<file path="src/rtl/serv_bus_arbiter.sv">
// serv_bus_arbiter
//
// Merges the core's instruction bus (read-only) and data bus (read/write) onto
// a single Wishbone-style master port. Round-robin arbitration between the two
// requesters; a grant is held until the memory acks or the requester drops cyc.
// Every grant is followed by one idle cycle before the next arbitration.
//
// Optional feature (macro ARB_TIMEOUT_EN): a bus watchdog that sets the sticky
// o_timeout flag once a granted transfer has waited TIMEOUT cycles for an ack.
// Without the macro o_timeout is tied low.
//
// Ports:
//   clock, reset               system clock, synchronous active-high reset
//   i_ibus_* / o_ibus_*        instruction fetch requester (adr, cyc / rdt, ack)
//   i_dbus_* / o_dbus_*        data requester (adr, dat, sel, we, cyc / rdt, ack)
//   o_wb_* / i_wb_*            shared memory master port
//   o_timeout                  sticky watchdog flag
module serv_bus_arbiter #(
   parameter int unsigned TIMEOUT = 15
) (
   input  logic        clock,
   input  logic        reset,
   // Instruction bus
   input  logic [31:0] i_ibus_adr,
   input  logic        i_ibus_cyc,
   output logic [31:0] o_ibus_rdt,
   output logic        o_ibus_ack,
   // Data bus
   input  logic [31:0] i_dbus_adr,
   input  logic [31:0] i_dbus_dat,
   input  logic [3:0]  i_dbus_sel,
   input  logic        i_dbus_we,
   input  logic        i_dbus_cyc,
   output logic [31:0] o_dbus_rdt,
   output logic        o_dbus_ack,
   // Memory port
   output logic [31:0] o_wb_adr,
   output logic [31:0] o_wb_dat,
   output logic [3:0]  o_wb_sel,
   output logic        o_wb_we,
   output logic        o_wb_cyc,
   input  logic [31:0] i_wb_rdt,
   input  logic        i_wb_ack,
   // Watchdog
   output logic        o_timeout
);

   localparam logic [1:0] IDLE  = 2'd0;
   localparam logic [1:0] GNT_I = 2'd1;
   localparam logic [1:0] GNT_D = 2'd2;

   logic [1:0] state_q, state_d;
   // Last granted port: 0 = ibus, 1 = dbus. Resets to 1 so ibus wins the first tie.
   logic       rr_last_q, rr_last_d;
   logic       wb_cyc;

   // ---------------------------------------------------------------------------
   // Arbitration FSM
   // ---------------------------------------------------------------------------
   always_comb begin
      state_d   = state_q;
      rr_last_d = rr_last_q;
      case (state_q)
         IDLE: begin
            // On a tie the port opposite the last grant wins.
            if (i_ibus_cyc && (!i_dbus_cyc || rr_last_q)) begin
               state_d   = GNT_I;
               rr_last_d = 1'b0;
            end else if (i_dbus_cyc) begin
               state_d   = GNT_D;
               rr_last_d = 1'b1;
            end
         end
         // Ack completes the transfer; dropping cyc without an ack aborts it.
         GNT_I: if (!i_ibus_cyc || i_wb_ack) state_d = IDLE;
         GNT_D: if (!i_dbus_cyc || i_wb_ack) state_d = IDLE;
         default: state_d = IDLE;
      endcase
   end

   always_ff @(posedge clock) begin
      if (reset) begin
         state_q   <= IDLE;
         rr_last_q <= 1'b1;
      end else begin
         state_q   <= state_d;
         rr_last_q <= rr_last_d;
      end
   end

   // ---------------------------------------------------------------------------
   // Output mux. cyc is gated by the requester's own cyc so an abort drops the
   // memory request in the same cycle.
   // ---------------------------------------------------------------------------
   always_comb begin
      wb_cyc     = 1'b0;
      o_wb_adr   = 32'h0;
      o_wb_dat   = 32'h0;
      o_wb_sel   = 4'h0;
      o_wb_we    = 1'b0;
      o_ibus_ack = 1'b0;
      o_ibus_rdt = 32'h0;
      o_dbus_ack = 1'b0;
      o_dbus_rdt = 32'h0;
      case (state_q)
         GNT_I: begin
            wb_cyc     = i_ibus_cyc;
            o_wb_adr   = i_ibus_adr;
            o_wb_sel   = 4'hF;
            o_ibus_ack = i_wb_ack & i_ibus_cyc;
            o_ibus_rdt = i_wb_rdt;
         end
         GNT_D: begin
            wb_cyc     = i_dbus_cyc;
            o_wb_adr   = i_dbus_adr;
            o_wb_dat   = i_dbus_dat;
            o_wb_sel   = i_dbus_sel;
            o_wb_we    = i_dbus_we;
            o_dbus_ack = i_wb_ack & i_dbus_cyc;
            o_dbus_rdt = i_wb_rdt;
         end
         default: ;
      endcase
   end

   assign o_wb_cyc = wb_cyc;

   // ---------------------------------------------------------------------------
   // Bus watchdog
   // ---------------------------------------------------------------------------
`ifdef ARB_TIMEOUT_EN
   localparam int unsigned CntW = $clog2(TIMEOUT + 1);
   localparam logic [CntW-1:0] CntMax = CntW'(TIMEOUT);

   logic [CntW-1:0] cnt_q, cnt_d;
   logic            timeout_q, timeout_d;
   logic            waiting;

   assign waiting = (state_q != IDLE) && wb_cyc && !i_wb_ack;

   always_comb begin
      cnt_d = '0;
      if (waiting) begin
         // Saturate so the count never wraps back below the limit.
         cnt_d = (cnt_q == CntMax) ? cnt_q : cnt_q + CntW'(1);
      end
      timeout_d = timeout_q | (cnt_d == CntMax);
   end

   always_ff @(posedge clock) begin
      if (reset) begin
         cnt_q     <= '0;
         timeout_q <= 1'b0;
      end else begin
         cnt_q     <= cnt_d;
         timeout_q <= timeout_d;
      end
   end

   assign o_timeout = timeout_q;
`else
   localparam logic [7:0] TimeoutByte = 8'(TIMEOUT);
   logic unused_timeout;
   assign unused_timeout = ^TimeoutByte;
   assign o_timeout      = 1'b0;
`endif

endmodule

</file>
<file path="config.mk">
export PLATFORM = sky130hd
export DESIGN_NAME = serv_bus_arbiter
export DESIGN_NICKNAME = d
export VERILOG_FILES = /design/src/rtl/serv_bus_arbiter.sv
export SDC_FILE = /design/constraint.sdc
export NUM_CORES = 1
export LEC_CHECK = 0
export ABC_AREA = 1
export BUFFER_PORTS_ARGS = -buffer_cell sky130_fd_sc_hd__buf_2
export CAP_MARGIN = 40
export CELL_PAD_IN_SITES_DETAIL_PLACEMENT = 0
export CELL_PAD_IN_SITES_GLOBAL_PLACEMENT = 2
export CORE_ASPECT_RATIO = 0.8
export CORE_MARGIN = 1.5
export CORE_UTILIZATION = 10
export DETAILED_ROUTE_END_ITERATION = 10
export PLACE_DENSITY_LB_ADDON = 0.1
export REMOVE_ABC_BUFFERS = 1
export SLEW_MARGIN = 40
export SYNTH_ARGS = -nofsm -noshare
export SYNTH_HDL_FRONTEND = slang
export SYNTH_SLANG_ARGS = --single-unit
</file>
<file path="constraint.sdc">
create_clock -name clock -period 3 [get_ports clock]
set_input_delay 0 -clock clock [delete_from_list [all_inputs] [get_ports clock]]
set_output_delay 0 -clock clock [all_outputs]
set_load 0.005 [all_outputs]
</file>
# Word-level counts from Yosys, hierarchy flattened
# Cells that the tools add are included.
op_classes:
  n_reduce_logical: 10
  eq_ne: 5
  bitwise_logic: 2
  n_mux: 16
op_table:
  columns: ["operator", "count"]
  rows:
  - ["32-bit 2-to-1 mux", 3]
  - ["32-bit one-hot mux with 2 select lines", 1]
  - ["2-bit 2-to-1 mux", 4]
  - ["4-bit one-hot mux with 2 select lines", 1]
  - ["2-bit one-hot mux with 3 select lines", 1]
  - ["1-bit 2-to-1 mux", 5]
  - ["2-bit != test (second input constant)", 2]
  - ["1-bit logical OR", 3]
  - ["3-bit != test (second input constant)", 1]
  - ["3-bit AND reduction", 1]
  - ["1-bit bitwise AND", 2]
  - ["2-bit by 1-bit equality test with 1-bit output (second input constant)", 1]
  - ["2-bit equality test (second input constant)", 1]
  - ["1-bit zero test", 2]
  - ["2-bit zero test", 1]
  - ["1-bit one-hot mux with 2 select lines", 1]
  - ["2-bit AND reduction", 1]
  - ["2-bit nonzero test", 1]
  - ["1-bit logical AND", 1]
totals:
  in_bits: 138
  out_inout_bits: 137
  word_cells: 35
  reg_bits: 3

# Depth between registers and ports, before layout
depth:
  ltp_word: 5
  depth_mapped: 9
  ltp_nobuf: 8

# Worst setup path before layout
# OpenSTA, ideal clock, no wires.
synth_timing:
  path_type: "reg2reg"
  start: "register state_q[0]"
  end: "register state_q[1]"
  slack_ns: 1.796
  required_time_ns: 2.884
  setup_ns: 0.116
  arrival_time_ns: 1.088
  n_path_buf: 1
  stages_incl_launch_ff: 10
  synth_period_minus_slack_ns: 1.204
  path_cell_list: "dfxtp_1 -> inv_1 -> ha_1 -> buf_4 -> nand2_1 -> nand2_1 -> nand2_1 -> nand2_1 -> nand2_1 -> a21oi_1"
synth_between:
  elab_chain_len: 3
  word_cells_on_any_way: 8
  cone_classes: "eq/ne (5); mux (1); reduce/logical (2)"
synth_lines:
  columns: ["item", "line", "rtl"]
  rows:
  - ["start, declared", "52", "logic [1:0] state_q, state_d;"]
  - ["start signal, assigned", "86", "state_q <= state_d;"]
  - ["2-bit equality test (tied with other cells)", "63", "case (state_q)"]
  - ["2-bit != test (no line) / 3-bit != test (equally long branches)", null, null]
  - ["3-bit AND reduction (no line)", null, null]
# Parallel ways exist; a longest one is shown, timed or not.
# A chain may end at the register's enable or synchronous reset.

# Worst setup path after layout
layout_timing:
  start: "register state_q[0]"
  end: "output port o_wb_sel[3]"
layout_between:
  elab_chain_len: 2
  word_cells_on_any_way: 3
  cone_classes: "eq/ne (2); mux (1)"
layout_lines:
  columns: ["item", "line", "rtl"]
  rows:
  - ["2-bit equality test / 2-bit by 1-bit equality test with 1-bit output (equally long branches)", "105", "case (state_q)"]
  - ["4-bit one-hot mux with 2 select lines (*)", "105", null]
  - ["end, declared", "39", "output logic [3:0] o_wb_sel,"]
# Every way passes the cells marked *; elsewhere a longest branch is shown, timed or not.

==> summary.md <==
| Metric | Value |
|---|---|
| First-pass GRT wire length | `12500 um` |
| F_max | `511 MHz` |
| Max Root-Sink Buffers | `2` |
| PostCTS Resize Cnt | `0` |
| Mapped Cells | `360` |
| Netlist cell types | `12` |
| Gpl congestion | `0.723` |
| Status | `finished, final reports clean` |
| VDD IR max | `0.129 mV` |
| Residual DRC | `0` |
| Min Hold Slack | `0.175 ns` |
| Fillcell total | `1795` |
| Dpl cell area | `3070 um^2` |
| First-iteration detailed-routing DRC count | `38` |
| Chip width | `141 um` |
| Final worst clock skew | `0.00143 ns` |
| Compound-gate portion of the synthesized area | `0.134` |
| CP endpoint kind | `output pin` |
| Startpoint types | `register` |
| Slew headroom | `0.527` |
| Crit path cell chain | `inv_1 > ha_2 > buf_12 > nand2_1 > a21oi_1 > buf_2` |
| Total wire length | `8730 um` |
| Least-Margin Pin Slew | `0.709 ns` |
| Largest family of logic cells by synthesized area | `simple AND/OR/NAND/NOR gates` |
| I/O Pins | `275` |
| Die Footprint | `16100 um^2` |
| Initial Utilization | `0.102` |
| Tot GR Track Use | `0.0963` |
| TNS Setup | `0 ns` |
| Wire per inst | `10.8 um` |
| Routed Antenna Nets | `0` |
| Pwr Density | `226 nW/um^2` |
| Final hold vios | `0` |
| Root Driver | `clkbuf_16` |
| Mux cell area share after synthesis | `0` |
| Final setup margin | `1.04 ns` |
| Largest net degree at the start of global routing | `43` |
| Vias in the first global route | `2558` |
| Crit path DAT | `1.96 ns` |
| Register bit total from synthesis | `3` |
| Final min period | `1.96 ns` |
| Grt ovf | `0` |
| Crit path max-delay cell type | `ha_2` |
| WS Path Type | `reg -> out` |
| Port Buf Inserts | `273` |
| Antenna diodes | `0` |
| # H-tree levels | `1` |
| TritonCTS Buffers | `3` |
| Buf+Inv Stages, Crit Path | `3` |
| CTS tree | `done` |
| Multi-input logic area | `968 um^2` |
| Core Area | `15000 um^2` |
| Die Span Y | `114 um` |
| Share of layout cells above drive strength 1 | `0.456` |
| Dpl hpwl | `7160 um` |
| Dpl ws | `1.20 ns` |
| P&R area growth vs syn | `106%` |
| Leakage | `2.57 nW` |
| Drt first pass iters | `4` |
| Vias per cell | `3.59` |
| Worst min-delay path category | `in -> reg` |
| Largest stage delay, worst path | `0.65 ns` |
| Post-synthesis cell area | `1530 um^2` |
| Xor/xnor share of the synthesized area | `0` |
| Register area share after synthesis | `0.0392` |
| CP delay by family, top | `adder cells` |
| Fin. max-slew vios | `0` |
| Clk Latency, worst-skew pair | `0.22 ns` |
| CP max FO | `38` |
| Final Setup Violations | `0` |
| Yosys warns | `0` |
| Syn avg cell area | `4.26 um^2` |
| Clock transition at path regs | `0.03 ns` |
| Design area | `3160 um^2` |
| Seq. cell area | `60.1 um^2` |
| Final worst-path cycle share | `0.653` |
| MaxCap Viol Count | `0` |
| Worst path required time | `3.00 ns` |
| Row count | `40` |
| Nets | `763` |
| Synth Area in Simple Gates | `0.451` |
| Vias | `2901` |
| RSZ-0062 raised after global routing | `false` |
| Initial antenna violation count | `0` |
| # clock sinks | `3` |
| Post-Synth Adder-Cell Area | `0.0408` |
[through the flow]
stage / total power [mW] / cells / utilization
finish: 0.714 / 808 / 0.210
global route: 0.789 / 808 / 0.210
CTS: 0.734 / 808 / 0.210
detailed placement: 0.516 / 803 / 0.204
global placement: 0.521 / 803 / 0.204
floorplan: 0.250 / 338 / -
[metal layers]
metal	GRT usage	wire, um	vias to the layer above	part of all wire
met5	0	0	-	0
met3	0.0260	980	5	0.11
met4	0.0206	66	0	0.0076
li1	-	-	1514	-
met1	0.0944	3110	1213	0.36
met2	0.200	4570	169	0.52
[layout by cell type (no fill, tap or decap), drive strengths merged]
cell type and instances:
nand3 1, ha 5, clkbuf 4, a21oi 40
inv 104, buf 276, dfxtp 3, nor2 5
nand2 178, conb 1, dlygate4sd3 1, o21ai 1
[final timing paths]
kind | slack [ns] | end | start | depth (start not counted)
worst max-delay path | 1.04 | o_wb_sel[3] | state_q[0] | 6
worst min register to register | 0.50 | state_q[0] | state_q[0] | 2
worst min-delay path | 0.17 | rr_last_q | i_ibus_cyc | 4
worst max register to register | 1.31 | state_q[0] | state_q[0] | 8
[area by class of cell]
class / count / share of cell area
flip-flops and latches: 3 / 0.0190
repair buffers: 277 / 0.451
well taps: 189 / 0.0749
clock buffers: 4 / 0.0250
multi-input cells: 231 / 0.307
inverters: 104 / 0.124
[cells by family after synthesis]
group                      Yosys count
other                                1
and+or+nand+nor                    184
AOI/OAI and AO/OA                   41
buffers and inverters              126
DFF                                  3
adders and majority gates            5
[cell usage after synthesis]
library cell / instances / area (um^2)
dfxtp_1: 3 / 60.1
inv_2: 1 / 3.75
nand2_1: 178 / 668
buf_4: 4 / 30.0
inv_1: 103 / 387
o21ai_0: 1 / 5.00
buf_2: 18 / 90.1
nand3_1: 1 / 5.00
ha_1: 5 / 62.6
conb_1: 1 / 3.75
a21oi_1: 40 / 200
nor2_1: 5 / 18.8
[registers in the layout, summed over array words and instances (netlist names)]
| register | count |
|---|---|
| state_q | 2 |
| rr_last_q | 1 |
[power breakdown]
| group | total (mW) | switching (mW) | internal (mW) |
|---|---|---|---|
| sequential | 0.0483 | 0.00339 | 0.0449 |
| clock | 0.212 | 0.0369 | 0.175 |
| combinational | 0.454 | 0.258 | 0.196 |
[what timing repair did]
| action | 4_1_cts | 5_1_grt |
|---|---|---|
| endpoints found under the hold margin | 2 | 0 |
| setup buffers | 0 | 0 |
| setup endpoints to repair | 0 | 0 |
| hold buffers | 1 | 0 |
[worst reg2reg max path: stages (launching register included)]
cell	delay, ns
dfxtp_1	0.33
inv_1	0.11
ha_2	0.65
nand2_1	0.12
nand2_1	0.09
nand2_1	0.08
nand2_1	0.09
nand2_1	0.05
a21oi_1	0.11
Note: power is estimated with default switching activity, not from simulation.
